==> config.mk <==
export PLATFORM = sky130hd
export DESIGN_NAME = comp_chan_scheduler
export DESIGN_NICKNAME = d
export VERILOG_FILES = /design/src/rtl/comp_chan_scheduler_pkg.sv /design/src/rtl/comp_chan_scheduler_chan_history.sv /design/src/rtl/comp_chan_scheduler.sv
export SDC_FILE = /design/constraint.sdc
export NUM_CORES = 1
export LEC_CHECK = 0
export ABC_AREA = 1
export BUFFER_PORTS_ARGS = -buffer_cell sky130_fd_sc_hd__buf_4
export CORE_MARGIN = 4
export CORE_UTILIZATION = 55
export DETAILED_ROUTE_END_ITERATION = 8
export GPL_TIMING_DRIVEN = 0
export PLACE_DENSITY = 0.79
export SYNTH_ARGS = -nofsm -noshare
export SYNTH_HDL_FRONTEND = slang
export SYNTH_SLANG_ARGS = --single-unit
==> constraint.sdc <==
create_clock -name clk -period 2.11 [get_ports clk]
set_clock_uncertainty 0.2 [all_clocks]
set_input_delay 0 -clock clk [delete_from_list [all_inputs] [get_ports clk]]
set_output_delay 0 -clock clk [all_outputs]
set_load 0.02 [all_outputs]
==> src/rtl/comp_chan_scheduler_pkg.sv <==
// Shared types and widths for the stereo compression-core scheduler.
package comp_sched_pkg;

  typedef enum logic [2:0] {
    IDLE,
    ISSUE_L,
    ISSUE_R,
    DRAIN,
    HOLD
  } state_t;

  localparam logic CHAN_L     = 1'b0;
  localparam logic CHAN_R     = 1'b1;
  localparam int   HIST_DEPTH = 4;
  localparam int   SAMPLE_W   = 16;
  localparam int   THRESH_W   = 4;

endpackage

==> src/rtl/comp_chan_scheduler_chan_history.sv <==
// Per-channel sample history shift register, newest sample at index 0.
// win shows the history as it stands after this edge, so a window can be registered on the shift edge itself.
module chan_history #(
  parameter int DEPTH = 4,
  parameter int W     = 16
) (
  input  logic                  clk,
  input  logic                  clr_n,
  input  logic                  shift,
  input  logic [W-1:0]          din,
  output logic [DEPTH-1:0][W-1:0] win
);

  logic [DEPTH-1:0][W-1:0] taps;

  always_ff @(posedge clk) begin
    if (!clr_n) begin
      taps <= '0;
    end else if (shift) begin
      taps <= {taps[DEPTH-2:0], din};
    end
  end

  assign win = shift ? {taps[DEPTH-2:0], din} : taps;

endmodule

==> src/rtl/comp_chan_scheduler.sv <==
// Time-multiplexes one compression core across left/right: accept a pair, issue L then R windows,
// collect both results CORE_LAT cycles later and hold the pair (in_ready low) until downstream takes it.
module comp_chan_scheduler
  import comp_sched_pkg::*;
#(
  parameter int CORE_LAT = 0,
  parameter int DEPTH    = HIST_DEPTH
) (
  input  logic                clk,
  input  logic                n_rst,
  input  logic                in_valid,
  input  logic [SAMPLE_W-1:0] in_left,
  input  logic [SAMPLE_W-1:0] in_right,
  output logic                in_ready,
  input  logic                cfg_wr,
  input  logic                cfg_chan,
  input  logic [THRESH_W-1:0] cfg_thresh,
  output logic                core_issue,
  output logic                core_chan,
  output logic [SAMPLE_W-1:0] core_win_a,
  output logic [SAMPLE_W-1:0] core_win_b,
  output logic [SAMPLE_W-1:0] core_win_c,
  output logic [SAMPLE_W-1:0] core_win_d,
  output logic [THRESH_W-1:0] core_thresh,
  input  logic [SAMPLE_W-1:0] core_out,
  output logic                out_valid,
  output logic [SAMPLE_W-1:0] out_left,
  output logic [SAMPLE_W-1:0] out_right,
  input  logic                out_ready,
  output logic                out_primed
);

  localparam logic [2:0] LAT_L    = 3'(CORE_LAT);
  localparam logic [2:0] LAT_R    = 3'(CORE_LAT + 1);
  localparam logic [2:0] FILL_MAX = 3'(DEPTH);

  state_t state, state_nxt;
  logic   accept;
  logic   busy;
  logic [2:0] lat_cnt;
  logic [2:0] fill_cnt;
  logic [THRESH_W-1:0] pend_l, pend_r, act_r;
  logic [THRESH_W-1:0] pend_l_nxt, pend_r_nxt;
  logic [DEPTH-1:0][SAMPLE_W-1:0] win_l, win_r;

  assign accept = in_valid & in_ready;
  assign busy   = (state == ISSUE_L) || (state == ISSUE_R) || (state == DRAIN);

  // A write on the acceptance edge must reach the pair being accepted.
  assign pend_l_nxt = (cfg_wr && cfg_chan == CHAN_L) ? cfg_thresh : pend_l;
  assign pend_r_nxt = (cfg_wr && cfg_chan == CHAN_R) ? cfg_thresh : pend_r;

  assign out_primed = (fill_cnt == FILL_MAX);

  chan_history #(.DEPTH(DEPTH), .W(SAMPLE_W)) u_hist_l (
    .clk   (clk),
    .clr_n (n_rst),
    .shift (accept),
    .din   (in_left),
    .win   (win_l)
  );

  chan_history #(.DEPTH(DEPTH), .W(SAMPLE_W)) u_hist_r (
    .clk   (clk),
    .clr_n (n_rst),
    .shift (accept),
    .din   (in_right),
    .win   (win_r)
  );

  always_ff @(posedge clk) begin
    if (!n_rst) begin
      state <= IDLE;
    end else begin
      state <= state_nxt;
    end
  end

  always_comb begin
    state_nxt = state;
    in_ready  = 1'b0;
    out_valid = 1'b0;
    case (state)
      IDLE: begin
        in_ready = 1'b1;
        if (in_valid) state_nxt = ISSUE_L;
      end
      ISSUE_L: state_nxt = ISSUE_R;
      ISSUE_R: state_nxt = (CORE_LAT > 0) ? DRAIN : HOLD;
      DRAIN:   if (lat_cnt == LAT_R) state_nxt = HOLD;
      HOLD: begin
        out_valid = 1'b1;
        if (out_ready) state_nxt = IDLE;
      end
      default: state_nxt = IDLE;
    endcase
  end

  // lat_cnt counts cycles since ISSUE_L; left result lands at CORE_LAT, right one cycle later.
  always_ff @(posedge clk) begin
    if (!n_rst) begin
      lat_cnt     <= '0;
      fill_cnt    <= '0;
      pend_l      <= '0;
      pend_r      <= '0;
      act_r       <= '0;
      out_left    <= '0;
      out_right   <= '0;
      core_issue  <= 1'b0;
      core_chan   <= CHAN_L;
      core_win_a  <= '0;
      core_win_b  <= '0;
      core_win_c  <= '0;
      core_win_d  <= '0;
      core_thresh <= '0;
    end else begin
      pend_l <= pend_l_nxt;
      pend_r <= pend_r_nxt;

      if (accept) begin
        act_r <= pend_r_nxt;
        if (fill_cnt != FILL_MAX) fill_cnt <= fill_cnt + 3'd1;
      end

      if (accept)    lat_cnt <= '0;
      else if (busy) lat_cnt <= lat_cnt + 3'd1;

      if (busy && lat_cnt == LAT_L) out_left  <= core_out;
      if (busy && lat_cnt == LAT_R) out_right <= core_out;

      // The left active threshold is only ever consumed here, on the acceptance edge.
      if (accept) begin
        core_issue  <= 1'b1;
        core_chan   <= CHAN_L;
        core_win_a  <= win_l[0];
        core_win_b  <= win_l[1];
        core_win_c  <= win_l[2];
        core_win_d  <= win_l[3];
        core_thresh <= pend_l_nxt;
      end else if (state == ISSUE_L) begin
        core_chan   <= CHAN_R;
        core_win_a  <= win_r[0];
        core_win_b  <= win_r[1];
        core_win_c  <= win_r[2];
        core_win_d  <= win_r[3];
        core_thresh <= act_r;
      end else if (state == ISSUE_R) begin
        core_issue  <= 1'b0;
      end
    end
  end

endmodule

# Word level (Yosys, flattened, before mapping)
# Cells that the tools add are included.
# op_classes
eq_ne	11
bitwise_logic	3
n_mux	21
addsub	2
reduce_logical	14
# ops
operator	count
$mux 16	8
$mux 4	4
$pmux 3 s5	1
$mux 3	3
$add 3x1->3 const B	2
$eq 3x1->1 const B	2
$eq 3x2->1 const B	2
$eq 3x3->1 const B	2
$logic_not 3->1	2
$ne 2x2->1 const B	3
$mux 1	5
$logic_and 1x1->1	4
$reduce_and 2->1	2
$reduce_bool 2->1	2
$ne 3x3->1 const B	1
$reduce_and 3->1	1
$logic_or 1x1->1	2
$ne 2x1->1 const B	1
$not 1->1	2
$reduce_or 2->1	1
$and 1x1->1	1
# totals
regBits	235
inputBits	58
out_inout_bits	105

# Depth between registers and ports, before layout
# depth
depth_word	5
depth_mapped	9

# By module
# A second synthesis with hierarchy kept.
# hier_totals
cells_unflattened	1762
area_unflattened_um2	11243.3
# modules_own_cells
module	instances	area_each_um2	cells_each	seq_area_each_um2
chan_history	2	2940.3	485	1281.2
comp_chan_scheduler	1	5362.6	792	2462.4

# Worst setup path before layout
# Ideal clock, no wire load.
# synth_path
path_type	flip-flop to flip-flop
from	register state[0]
to	register core_win_b[14]
t_arrival_ns	1.269
required_time_ns	1.794
setup_time_ns	0.116
stages_incl_launch_ff	10
slack_ns	0.525
path_buffers	3
path_cell_list	dfxtp_1 buf_2 nor2_8 nand3_4 buf_2 buf_2 nand2_1 nand2_1 nor2_1 nor2_1
# synth_between
elab_chain_len	4
word_cells_on_any_way	6
cone_classes	1 x eq/ne; 2 x mux; 1 x bitwise; 2 x reduce/logical
# synth_rtl
element	line_no	rtl
start, declared	comp_chan_scheduler.sv:37	state_t state, state_nxt;
start signal, assigned	comp_chan_scheduler.sv:75	state <= state_nxt;
$logic_not 3->1	comp_chan_scheduler.sv:83	case (state)
$mux 1	comp_chan_scheduler.sv:83	
$and 1x1->1	comp_chan_scheduler.sv:46	assign accept = in_valid & in_ready;
$mux 16 / $reduce_bool 2->1 (equally long branches)	n/a	
end signal, assigned	comp_chan_scheduler.sv:136	core_win_b <= win_l[1];
end signal, assigned	comp_chan_scheduler.sv:143	core_win_b <= win_r[1];
end, declared	comp_chan_scheduler.sv:21	output logic [SAMPLE_W-1:0] core_win_b,
# Parallel ways exist; a longest one is shown, timed or not.
# A chain may end at the register's enable or synchronous reset.

# Worst setup path after layout
# layout_path
from	register state[0]
to	register core_win_b[8]
# The elaborated chain is that of the path after synthesis.

==> out/metrics.csv <==
stage,metric,value,unit
synth,synth_cell_types,27,
drt,vias_per_cell,5.56,
synth,avgSynthCellArea,7.41,sq um
sta,rsz0062_at_grt,no,
synth,synthTopCellsByArea,"dfxtp_1, nand2_1, nor2_1, nand4_1, a21oi_1",
synth,synth-seq-area-share,51.9,%
sta,tightest_slew,778,ps
min_path,hold_path_class,in2reg,
pwr,p_leak,0.00538,uW
floorplan,boundaryPins,163,
synth,syn_area,9060,sq um
drt,ant_nets,0,
drt,drcViolationCount,0,
worst_setup_path,worstRegToRegCells,9,
status,status,completed,
synth,synth_top_flop_cell,dfxtp_1,
synth,ys_seq_elements,235,
job,max_cap_viol_count,0,
grt,grt_pass1_wl,46100,um
pwr,pwr-share-seq,44.0,%
layout,multi_input_area,3730,sq um
grt,grt_pass1_vias,8973,
worst_setup_path,cp_max_fo,10,
sta,fin_tns_setup,0,ps
pwr,p_comb_share,17.9,%
worst_setup_path,slowest_stage,dfxtp_1,
sta,fin_hold_ws,84.3,ps
clock_tree,worstSkewPairLatency,520,ps
worst_setup_path,rrSetupSlack,60,ps
synth,netlist.area_leader.share,51.9,%
layout,final_common_cell,nand2_1,
min_path,whs_endpoint,out_left[3],
worst_setup_path,cp_num_buf_inv,3,
sta,setup_viol,0,
worst_setup_path,required,2300,ps
synth,syn_nets,1286,
sta,hold_viol_final,0,
drt,post_drt_wl_per_cell,17.4,um
min_path,whs_path_depth,4,
worst_setup_path,r2r_end,core_win_b[8],
worst_setup_path,startpoint_type,flop,
floorplan,die_w,136,um
floorplan,initial_core_util,56.6,%
min_path,hold_start,core_out[3],
sta,finalCritPeriodShare,97.2,%
pwr,clockPowerShare,38.1,%
clock_tree,h-tree-depth,1,
layout,nNetsFinal,1535,
worst_setup_path,crit_family,simple AND/OR/NAND/NOR gates,
clock_tree,root_buffer,clkbuf_16,
layout,seq_area,4710,sq um
synth,yosys.area.top_type,dfxtp_1,
pwr,power_per_cell_area,923,nW/um^2
grt,grt.total_usage,31.4,%
clock_tree,numCtsBuffers,24,
clock_tree,numClockSinks,235,
pwr,intPower,7910,uW
layout,area_delta_synth_final,32.0,%
synth,synthArstFlopShare,0,%
place,dp_hpwl,20300,um
floorplan,die_y,136,um
worst_setup_path,max_stage_delay,290,ps
drt,drtIter0Drc,1041,
sta,final.min_clock_period,2050,ps
floorplan,num_rows,46,
pwr,swShare,28.3,%
layout,final_cell_mix,"nand2_1, dfxtp_1, nor2_1",
worst_setup_path,worstSetupPathType,reg2reg,
grt,grt_max_degree,14,
grt,overflow,0,
place,numPortBuffers,161,
sta,max-slew-margin-rel,48.2,%
worst_setup_path,r2r_start,state[0],
grt,antenna_found_initial,0,
pwr,vdd_drop_max,0.000791,V
place,globalplace.congestion,0.945,
clock_tree,clockBufferDepth,3,
layout,final_layout_size_suffix_gt1_share,16.8,%
clock_tree,path_clk_slew,60,ps
floorplan,design.core.area,16000,sq um
drt,wl,29600,um
sta,drv_slew,0,
pwr,switching_power,3120,uW
clock_tree,cts_tree,done,
drt,drtPass1Iterations,6,
layout,fill_cells,1206,
synth,synth_edf_count,0,
worst_setup_path,cp_cell_sequence,buf_2 > nor2_8 > nand3_4 > nand2_2 > buf_4 > buf_4 > nand2_1 > nor2_1 > nor2_1,
worst_setup_path,critPathCaptureType,flop,
synth,synthCells,1223,
floorplan,die_area,18600,sq um
drt,vias,9465,
worst_setup_path,crit_arrival,2240,ps
synth,ys_warn_count,0,
sta,fmax,487,MHz
-- through the flow --
step           cell area, sq um  worst slack [ps]  util, %  instances  power [uW]
2_1_floorplan              9060               525        -       1223        6010
3_5_place_dp              10500              57.4     65.9       1600        6750
5_1_grt                   12000            0.0866     74.7       1701       11400
6_report                  12000              58.4     74.7       1702       11000
4_1_cts                   11900              32.7     74.5       1699       11000
3_3_place_gp              10500              58.9     65.9       1600        6720
-- worst reg2reg max path, delay by kind of cell (launching register included) --
family                 cells  cell delay (ps)
AND/OR/NAND/NOR            6              820
buffers and inverters      3              610
flip-flops                 1              290
-- sequential cells by signal, summed over array words and instances, names as in the netlist --
register       count
u_hist_r.taps     64
core_win_a        16
core_win_b        16
out_left          16
core_thresh        4
core_issue         1
state              3
core_chan          1
pend_l             4
act_r              4
lat_cnt            3
u_hist_l.taps     48
core_win_d        16
fill_cnt           3
out_right         16
core_win_c        16
pend_r             4
-- cell families after synthesis --
family	after synthesis	share of synthesized area [%]
AND/OR/NAND/NOR	652	30.3
flip-flops	235	51.9
AO/OA/AOI/OAI	175	9.93
buffers and inverters	155	7.02
adder cells (fa/ha/maj)	5	0.691
XOR/XNOR	1	0.0967
-- Yosys cell counts, types with 3 or more instances --
cell type  number
nand4_1        73
o21ai_1         3
buf_1           9
and2_1          4
o21ai_0        74
ha_1            5
nand2_1       320
inv_2           6
nor2_1        201
o22ai_1        15
dfxtp_1       235
nand3_1        48
a21oi_1        81
buf_4           5
buf_2          27
inv_1          61
clkbuf_1       46
-- repair_timing --
item	4_1_cts	5_1_grt
pin swaps	0	1
gates resized for setup	2	9
hold buffers	60	0
buffers inserted	0	2
endpoints found under the setup margin	2	26
endpoints found under the hold margin	112	0
gates cloned	0	0
-- metal layers --
layer	part of all wire, %	vias to the layer above	global-route usage (%)
met1	39	4381	39.8
met4	4.8	0	14.5
met5	0	-	0
met3	9.8	98	5.40
met2	46	532	52.3
li1	-	4454	-
-- power by group through the flow --
stage / Combinational, uW / Clock [uW] / Sequential, uW
floorplan: 892 / 0 / 5110
global placement: 1780 / 0 / 4940
detailed placement: 1800 / 0 / 4950
CTS: 1910 / 4200 / 4850
global route: 2130 / 4370 / 4880
finish: 1970 / 4200 / 4860
-- cell type report --
type                    count  area share, %
flip-flops and latches    235           39.4
multi-input cells         833           31.2
inverters                  67           2.10
diodes                      1         0.0209
well taps                 216           2.26
repair buffers            223           15.3
plain buffers              88           3.28
clock inverters             2          0.314
clock buffers              37           6.20
-- worst max path at each step --
| stage | from | endpoint | slack [ps] | cells past startpoint |
|---|---|---|---|---|
| after floorplan | state[0] | core_win_b[14] | 520 | 9 |
| after global placement | state[0] | core_win_b[14] | 60 | 9 |
| after detailed placement | state[0] | core_win_b[14] | 60 | 9 |
| after CTS | state[2] | in_ready | 30 | 6 |
| after global routing | state[0] | core_win_b[8] | 0.09 | 9 |
| final | state[0] | core_win_b[8] | 60 | 9 |
(Power assumes the default switching activity.)
